File: config.mk
export PLATFORM = sky130hd
export DESIGN_NAME = mgmt_bus_master_flat
export DESIGN_NICKNAME = d
export VERILOG_FILES = /design/src/rtl/mgmt_bus_master_pkg.sv /design/src/rtl/mgmt_bus_master_if.sv /design/src/rtl/mgmt_rsp_merge.sv /design/src/rtl/mgmt_bus_master.sv /design/src/flat_wrapper.sv
export SDC_FILE = /design/constraint.sdc
export NUM_CORES = 1
export LEC_CHECK = 0
export CORE_MARGIN = 1
export CORE_UTILIZATION = 41
export CTS_BUF_LIST = sky130_fd_sc_hd__clkbuf_8
export CTS_CLUSTER_SIZE = 28
export DETAILED_ROUTE_END_ITERATION = 10
export PLACE_DENSITY = 0.83
export SYNTH_ARGS = -nofsm -noshare
export SYNTH_HDL_FRONTEND = slang
export SYNTH_SLANG_ARGS = --single-unit
File: constraint.sdc
create_clock -name clk -period 2.4 [get_ports clk]
set_clock_uncertainty 0.1 [all_clocks]
set_input_delay 0.24 -clock clk [delete_from_list [all_inputs] [get_ports clk]]
set_output_delay 0.24 -clock clk [all_outputs]
set_load 0.02 [all_outputs]
File: src/rtl/mgmt_bus_master_pkg.sv
// Shared definitions for the management-bus master: FSM states, bus field
// widths and the default request timeout.
package mgmt_bus_master_pkg;

    localparam int ADR_W   = 32;
    localparam int DAT_W   = 32;
    localparam int WEN_W   = 2;
    localparam int CNT_W   = 8;
    localparam int TMO_DEF = 15;

    typedef enum logic [1:0] {
        ST_IDLE = 2'd0,
        ST_REQ  = 2'd1,
        ST_RSP  = 2'd2,
        ST_GAP  = 2'd3
    } state_t;

endpackage

File: src/rtl/mgmt_bus_master_if.sv
// Management bus between the upstream master and its NSLV slaves; the
// per-slave response lanes are packed side by side, slave i at [32i+31:32i].
interface mgmt_bus_master_if #(
    parameter int NSLV = 2
) ();
    import mgmt_bus_master_pkg::*;

    logic                    mgmt_req;
    logic [ADR_W-1:0]        mgmt_adr;
    logic                    mgmt_rwn;
    logic [WEN_W-1:0]        mgmt_wen;
    logic [DAT_W-1:0]        mgmt_txd;
    logic [NSLV-1:0]         mgmt_ack;
    logic [NSLV-1:0]         mgmt_rxe;
    logic [DAT_W*NSLV-1:0]   mgmt_rxd;

    modport master (
        output mgmt_req, mgmt_adr, mgmt_rwn, mgmt_wen, mgmt_txd,
        input  mgmt_ack, mgmt_rxe, mgmt_rxd
    );

    modport slave (
        input  mgmt_req, mgmt_adr, mgmt_rwn, mgmt_wen, mgmt_txd,
        output mgmt_ack, mgmt_rxe, mgmt_rxd
    );
endinterface

File: src/rtl/mgmt_rsp_merge.sv
// Combines the slave response lanes: OR of read data from slaves flagging
// rxe, plus any-ack and more-than-one-ack detection.
module mgmt_rsp_merge
    import mgmt_bus_master_pkg::*;
#(
    parameter int NSLV = 2
) (
    input  logic [NSLV-1:0]       ack,
    input  logic [NSLV-1:0]       rxe,
    input  logic [DAT_W*NSLV-1:0] rxd,
    output logic [DAT_W-1:0]      dat,
    output logic                  any_ack,
    output logic                  multi_ack
);

    logic [NSLV-1:0][DAT_W-1:0] gated;

    genvar gi;
    generate
        for (gi = 0; gi < NSLV; gi++) begin : g_lane
            assign gated[gi] = rxd[gi*DAT_W +: DAT_W] & {DAT_W{rxe[gi]}};
        end
    endgenerate

    always_comb begin
        dat = '0;
        for (int i = 0; i < NSLV; i++) begin
            dat = dat | gated[i];
        end
    end

    // Clearing the lowest set bit leaves something only if two or more were set.
    assign any_ack   = |ack;
    assign multi_ack = |(ack & (ack - NSLV'(1)));

endmodule

File: src/rtl/mgmt_bus_master.sv
// Management-bus initiator: issues one core command at a time, waits for a
// slave ack or a timeout, returns one response strobe, then idles a cycle.
module mgmt_bus_master
    import mgmt_bus_master_pkg::*;
#(
    parameter int NSLV = 2,
    parameter int TMO  = TMO_DEF
) (
    input  logic                clk,
    input  logic                rst,
    input  logic                cmd_vld,
    output logic                cmd_rdy,
    input  logic [ADR_W-1:0]    cmd_adr,
    input  logic                cmd_rwn,
    input  logic [WEN_W-1:0]    cmd_wen,
    input  logic [DAT_W-1:0]    cmd_wdat,
    output logic                rsp_vld,
    output logic [DAT_W-1:0]    rsp_dat,
    output logic                rsp_err,
    output logic                perf_sru,
    mgmt_bus_master_if.master   bus
);

    localparam logic [CNT_W-1:0] TMO_LAST = CNT_W'(TMO - 1);

    state_t             state_reg;
    logic [CNT_W-1:0]   cnt_reg;
    logic               req_reg;
    logic [ADR_W-1:0]   adr_reg;
    logic               rwn_reg;
    logic [WEN_W-1:0]   wen_reg;
    logic [DAT_W-1:0]   txd_reg;
    logic               rsp_vld_reg;
    logic [DAT_W-1:0]   rsp_dat_reg;
    logic               rsp_err_reg;
    logic               perf_reg;

    logic [DAT_W-1:0]   merge_dat;
    logic               any_ack;
    logic               multi_ack;

    mgmt_rsp_merge #(
        .NSLV (NSLV)
    ) u_merge (
        .ack       (bus.mgmt_ack),
        .rxe       (bus.mgmt_rxe),
        .rxd       (bus.mgmt_rxd),
        .dat       (merge_dat),
        .any_ack   (any_ack),
        .multi_ack (multi_ack)
    );

    always_ff @(posedge clk or negedge rst) begin
        if (!rst) begin
            state_reg   <= ST_IDLE;
            cnt_reg     <= '0;
            req_reg     <= 1'b0;
            adr_reg     <= '0;
            rwn_reg     <= 1'b1;
            wen_reg     <= '0;
            txd_reg     <= '0;
            rsp_vld_reg <= 1'b0;
            rsp_dat_reg <= '0;
            rsp_err_reg <= 1'b0;
            perf_reg    <= 1'b0;
        end else begin
            case (state_reg)
                ST_IDLE: begin
                    if (cmd_vld) begin
                        adr_reg   <= cmd_adr;
                        rwn_reg   <= cmd_rwn;
                        wen_reg   <= cmd_rwn ? '0 : cmd_wen;
                        txd_reg   <= cmd_wdat;
                        req_reg   <= 1'b1;
                        perf_reg  <= 1'b1;
                        cnt_reg   <= '0;
                        state_reg <= ST_REQ;
                    end
                end
                ST_REQ: begin
                    if (cnt_reg != '1) begin
                        cnt_reg <= cnt_reg + 1'b1;
                    end
                    // An ack on the expiry cycle still counts as a normal response.
                    if (any_ack) begin
                        req_reg     <= 1'b0;
                        rsp_vld_reg <= 1'b1;
                        rsp_dat_reg <= rwn_reg ? merge_dat : '0;
                        rsp_err_reg <= multi_ack;
                        state_reg   <= ST_RSP;
                    end else if (cnt_reg == TMO_LAST) begin
                        req_reg     <= 1'b0;
                        rsp_vld_reg <= 1'b1;
                        rsp_dat_reg <= '0;
                        rsp_err_reg <= 1'b1;
                        state_reg   <= ST_RSP;
                    end
                end
                ST_RSP: begin
                    rsp_vld_reg <= 1'b0;
                    rsp_dat_reg <= '0;
                    rsp_err_reg <= 1'b0;
                    perf_reg    <= 1'b0;
                    state_reg   <= ST_GAP;
                end
                ST_GAP: begin
                    state_reg <= ST_IDLE;
                end
                default: begin
                    state_reg <= ST_IDLE;
                end
            endcase
        end
    end

    // The state register already reads IDLE while reset is held, so gate it.
    assign cmd_rdy      = rst && (state_reg == ST_IDLE);
    assign rsp_vld      = rsp_vld_reg;
    assign rsp_dat      = rsp_dat_reg;
    assign rsp_err      = rsp_err_reg;
    assign perf_sru     = perf_reg;
    assign bus.mgmt_req = req_reg;
    assign bus.mgmt_adr = adr_reg;
    assign bus.mgmt_rwn = rwn_reg;
    assign bus.mgmt_wen = wen_reg;
    assign bus.mgmt_txd = txd_reg;

endmodule

File: src/flat_wrapper.sv
// flat-port wrapper written by rule: the top's interface ports become plain ports
module mgmt_bus_master_flat import mgmt_bus_master_pkg::*;
#(
    parameter int NSLV = 2,
    parameter int TMO  = TMO_DEF
)
  (clk, rst, cmd_vld, cmd_rdy, cmd_adr, cmd_rwn, cmd_wen, cmd_wdat, rsp_vld, rsp_dat, rsp_err, perf_sru, bus_mgmt_req, bus_mgmt_adr, bus_mgmt_rwn, bus_mgmt_wen, bus_mgmt_txd, bus_mgmt_ack, bus_mgmt_rxe, bus_mgmt_rxd);
  mgmt_bus_master_if #(.NSLV(NSLV)) bus_i ();
  input  logic clk;
  input  logic rst;
  input  logic cmd_vld;
  output logic cmd_rdy;
  input  logic [ADR_W-1:0] cmd_adr;
  input  logic cmd_rwn;
  input  logic [WEN_W-1:0] cmd_wen;
  input  logic [DAT_W-1:0] cmd_wdat;
  output logic rsp_vld;
  output logic [DAT_W-1:0] rsp_dat;
  output logic rsp_err;
  output logic perf_sru;
  output wire logic [$bits(bus_i.mgmt_req)-1:0] bus_mgmt_req;
  output wire logic [$bits(bus_i.mgmt_adr)-1:0] bus_mgmt_adr;
  output wire logic [$bits(bus_i.mgmt_rwn)-1:0] bus_mgmt_rwn;
  output wire logic [$bits(bus_i.mgmt_wen)-1:0] bus_mgmt_wen;
  output wire logic [$bits(bus_i.mgmt_txd)-1:0] bus_mgmt_txd;
  input wire logic [$bits(bus_i.mgmt_ack)-1:0] bus_mgmt_ack;
  input wire logic [$bits(bus_i.mgmt_rxe)-1:0] bus_mgmt_rxe;
  input wire logic [$bits(bus_i.mgmt_rxd)-1:0] bus_mgmt_rxd;
  assign bus_mgmt_req = bus_i.mgmt_req;
  assign bus_mgmt_adr = bus_i.mgmt_adr;
  assign bus_mgmt_rwn = bus_i.mgmt_rwn;
  assign bus_mgmt_wen = bus_i.mgmt_wen;
  assign bus_mgmt_txd = bus_i.mgmt_txd;
  assign bus_i.mgmt_ack = bus_mgmt_ack;
  assign bus_i.mgmt_rxe = bus_mgmt_rxe;
  assign bus_i.mgmt_rxd = bus_mgmt_rxd;
  mgmt_bus_master #(.NSLV(NSLV), .TMO(TMO)) u_core (.clk(clk), .rst(rst), .cmd_vld(cmd_vld), .cmd_rdy(cmd_rdy), .cmd_adr(cmd_adr), .cmd_rwn(cmd_rwn), .cmd_wen(cmd_wen), .cmd_wdat(cmd_wdat), .rsp_vld(rsp_vld), .rsp_dat(rsp_dat), .rsp_err(rsp_err), .perf_sru(perf_sru), .bus(bus_i));
endmodule
==> metrics list <==
* Clock-pin transition on the worst setup and hold timing paths: 70 ps
- Pleak: roughly 3.2 nW
- Before antenna repair, the detailed router went through 4 iterations.
- GR met2 Demand/Resource: a little under two fifths
- During synthesis, Yosys emitted a total of 0 warnings.
- Number of nets produced by synthesis: 491
- During I/O placement, the number of pins put on the boundary was approximately 240.
- The die covers between 0.01 and 0.015 mm^2.
* Critical path endpoint category: primary output
* Setup-violating endpoint count in the final report: 0
- Quantity of I/O buffers inserted on ports: about 240
* Proportion of power drawn by combinational gates: between 40% and 50%
- Clock tree synthesis inserted a total of 17 buffers.
- Peak clock frequency supported by timing: around 440 MHz
* Placed Area: roughly 0.0073 mm^2
- Adding up every negative setup slack in the final design gives 0 ps.
* Layout Area Growth over Synthesis: 62.3%
- H-tree depth reported by CTS: 4
- The internal portion of the total power is around 5.7 mW.
* All-layer global routing usage: a little over a fifth
* Routed Antenna Nets: 0
- By area, the combinational part of the netlist is dominated by multiplexers.
- Clock tree from TritonCTS: built
- STA classifies the critical path startpoint as a flip-flop.
* Post-synthesis register bit count: approximately 110
- After synthesis, the share of cell area in mux cells is 16.1%.
* Adder-cell share of the synthesized area: between 1.5 and 2%
* Placed insts: roughly 710
- The count of final hold-check violations was 0.
- Final Cell Area: 0.00761 mm^2
- Leaving out fill and tap cells, the most frequent cell in the layout is clkdlybuf4s50_1.
- Yosys mapped the design onto 33 distinct sky130hd cell types.
- Across all layers, the routed design uses around 3800 vias.
- Slew @ Worst Pin: between 700 and 800 ps
- The worst path in the final design needs a cycle of around 2300 ps, including I/O delays and setup.
- Final global-route overflow total: 0
- In this run the vertical extent of the chip is roughly 110 um.
- For this run, the share of the core covered by cells in the final layout is between 60% and 70%.
- For this design, the sink count on the clock tree is 113.
- Worst relative slew slack: 53.1%
- Compound-cell area share of the yosys netlist: between 10% and 20%
- Max-cap violations in this run came to 0.
* Num rows: 38
* Clock network latency to the later pin of the worst-skew pair: about 400 ps
- Total power divided by cell area: roughly 1200 mW/mm^2
- The average instance in the mapped netlist occupies approximately 14 um^2.
- For this configuration, the core starts out at a cell density of 42.7%.
* Final worst-path cycle share: around 95%
- The die is ~110 um wide.
- CTS max path bufs: 2
- Reg-to-reg setup timing slack: roughly 170 ps
* Cell area after synthesis: around 0.0047 mm^2
* Top Usage Layer GRT: met2
- Detailed-route DRC error count: 0
- 0 antenna diodes ended up in the layout.
- After filler insertion, the fill cell instance count of the layout stands at roughly 790.
- Power share of the clock group: ~17%
* Antenna violations before repair: 0
- The run finished with clean final reports.
- Setup repair after global routing left no endpoint under its margin.
- Synth Area in XOR/XNOR: 0%
- Cells with a size suffix above 1 make up 7.46% of the layout.
* Fin. max-slew vios: 0
* Final worst-path setup slack: between 100 and 150 ps
* Commonest non-fill, non-tap cells in the layout: clkdlybuf4s50_1 (240), dfrtp_1 (112), mux2_1 (66)
- Routability-driven placement finished with a final weighted congestion of slightly below 0.9.
- Via density per instance: around 5
- The tightest min-delay check is of the input port to async pin type.
* Critical path required time: between 2000 and 2500 ps
- The first routing iteration left 187 violations.
- Classification of the worst setup path: flip-flop to primary output
* Part of the power in registers: approximately a third
- CTS placed an instance of clkbuf_8 at the clock tree root.
- Number of global-route vias before repair: a little under 4000
* Data arrival, critical path: ~1900 ps
- Highest net fanout along the worst path: 6
* Met1 Usage GRT: between 20% and 30%
- Entering global routing, the biggest net connects just under 60 pins.
* Placeable Area: 0.0110 mm^2
* Maximum ir drop on the vdd rail: between 800 and 900 uV
* Dpl ws: just over 200 ps
* Per-cell routed wire length: ~17 um
* Detailed Place HPWL: a little under 10 mm
* Post-Layout Cell Count: about 740
- Summed over all nets, the switching power comes to between 3 and 4 mW.
* Final net count: around 740
- Final wirelength: around 13 mm
- Met3 demand-to-capacity share in global routing: ~6.2%
- Post-synthesis share of cell area spent on and, or, nand and nor gates: under 10%
- Synthesis handed over a netlist of 346 instances.
- Global-route wire length before repair: 19.6 mm
- Part of the Yosys area used for sequential elements: 60.3%
- Switching Share: between 30% and 40%
[area by class of cell]
type	count	area (um^2)	share of cell area (%)
inverter	7	26.3	0.345
clock inverter	13	116	1.53
timing repair buffer	251	2500	32.8
multi-input combinational	202	1730	22.8
clock buffer	17	234	3.07
tap	140	175	2.30
sequential	113	2830	37.2
[cells by family after synthesis]
family,after synthesis
buffers and inverters,31
flip-flops,113
AO/OA/AOI/OAI,88
multiplexers,67
adder cells (fa/ha/maj),7
AND/OR/NAND/NOR,40
[repair_timing]
action	CTS	global route
hold buffers	1	0
resized for setup	0	1
setup endpoints to repair	0	1
hold endpoints to repair	17	0
buffers inserted	0	0
[through the flow]
stage	hold WS [ps]	power, mW
2_1_floorplan	-156	5.47
3_3_place_gp	25.8	7.50
4_1_cts	114	9.29
3_5_place_dp	27.8	7.66
6_report	134	9.19
5_1_grt	140	9.71
[worst paths after layout]
check	startpoint	to	cells after the start
worst max-delay path	u_core.state_reg[0]	cmd_rdy	4
worst min-delay path	rst	u_core.state_reg[0]	2
worst max register to register	u_core.cnt_reg[0]	u_core.cnt_reg[7]	5
worst min register to register	u_core.rsp_dat[5]	u_core.rsp_dat[5]	1
max in group asynchronous	rst	u_core.bus.mgmt_txd[3]	3
min in group clk	cmd_wen[0]	u_core.bus.mgmt_wen[0]	3
[cell usage after synthesis]
cell / instances / area, um^2
o31ai_1: 3 / 22.5
nand4_1: 2 / 12.5
o211ai_2: 1 / 12.5
o21ai_1: 10 / 50.1
buf_6: 1 / 11.3
nor2_1: 6 / 22.5
buf_1: 5 / 18.8
nand2_1: 11 / 41.3
nand2b_1: 5 / 31.3
mux2_1: 66 / 743
buf_2: 8 / 40.0
a31oi_1: 2 / 12.5
and3_1: 1 / 6.26
a22oi_1: 32 / 240
o2bb2ai_1: 32 / 280
mux2i_1: 1 / 10.0
and2_1: 4 / 25.0
dfstp_2: 1 / 26.3
nor4_1: 2 / 12.5
o21ai_0: 1 / 5.00
ha_1: 7 / 87.6
inv_1: 7 / 26.3
o311ai_1: 1 / 8.76
a311o_1: 2 / 20.0
dfrtp_1: 112 / 2800
and4_4: 1 / 11.3
nor2b_1: 1 / 6.26
nand3_1: 4 / 20.0
clkbuf_1: 10 / 37.5
or4b_1: 2 / 20.0
or2_1: 1 / 6.26
o22ai_1: 1 / 6.26
a21oi_1: 3 / 15.0
[critical path: stages (launching register included)]
cell	delay (ps)
dfrtp_1	400
inv_1	130
ha_2	250
and2_1	140
clkdlybuf4s50_1	610
[power by group through the flow]
stage,combinational (mW),sequential [mW],clock [mW]
final,4.44,3.16,1.58
after floorplan,1.44,4.03,0
after global placement,4.35,3.14,0
after global routing,4.73,3.27,1.72
after CTS,4.50,3.17,1.63
after detailed placement,4.47,3.20,0
[metal layers]
layer	vias to the layer above	part of all wire, %
li1	1783	-
met5	-	0
met1	1846	39
met3	18	7.9
met4	0	1.8
met2	160	52
No activity file was read; power rests on OpenSTA's default activity.
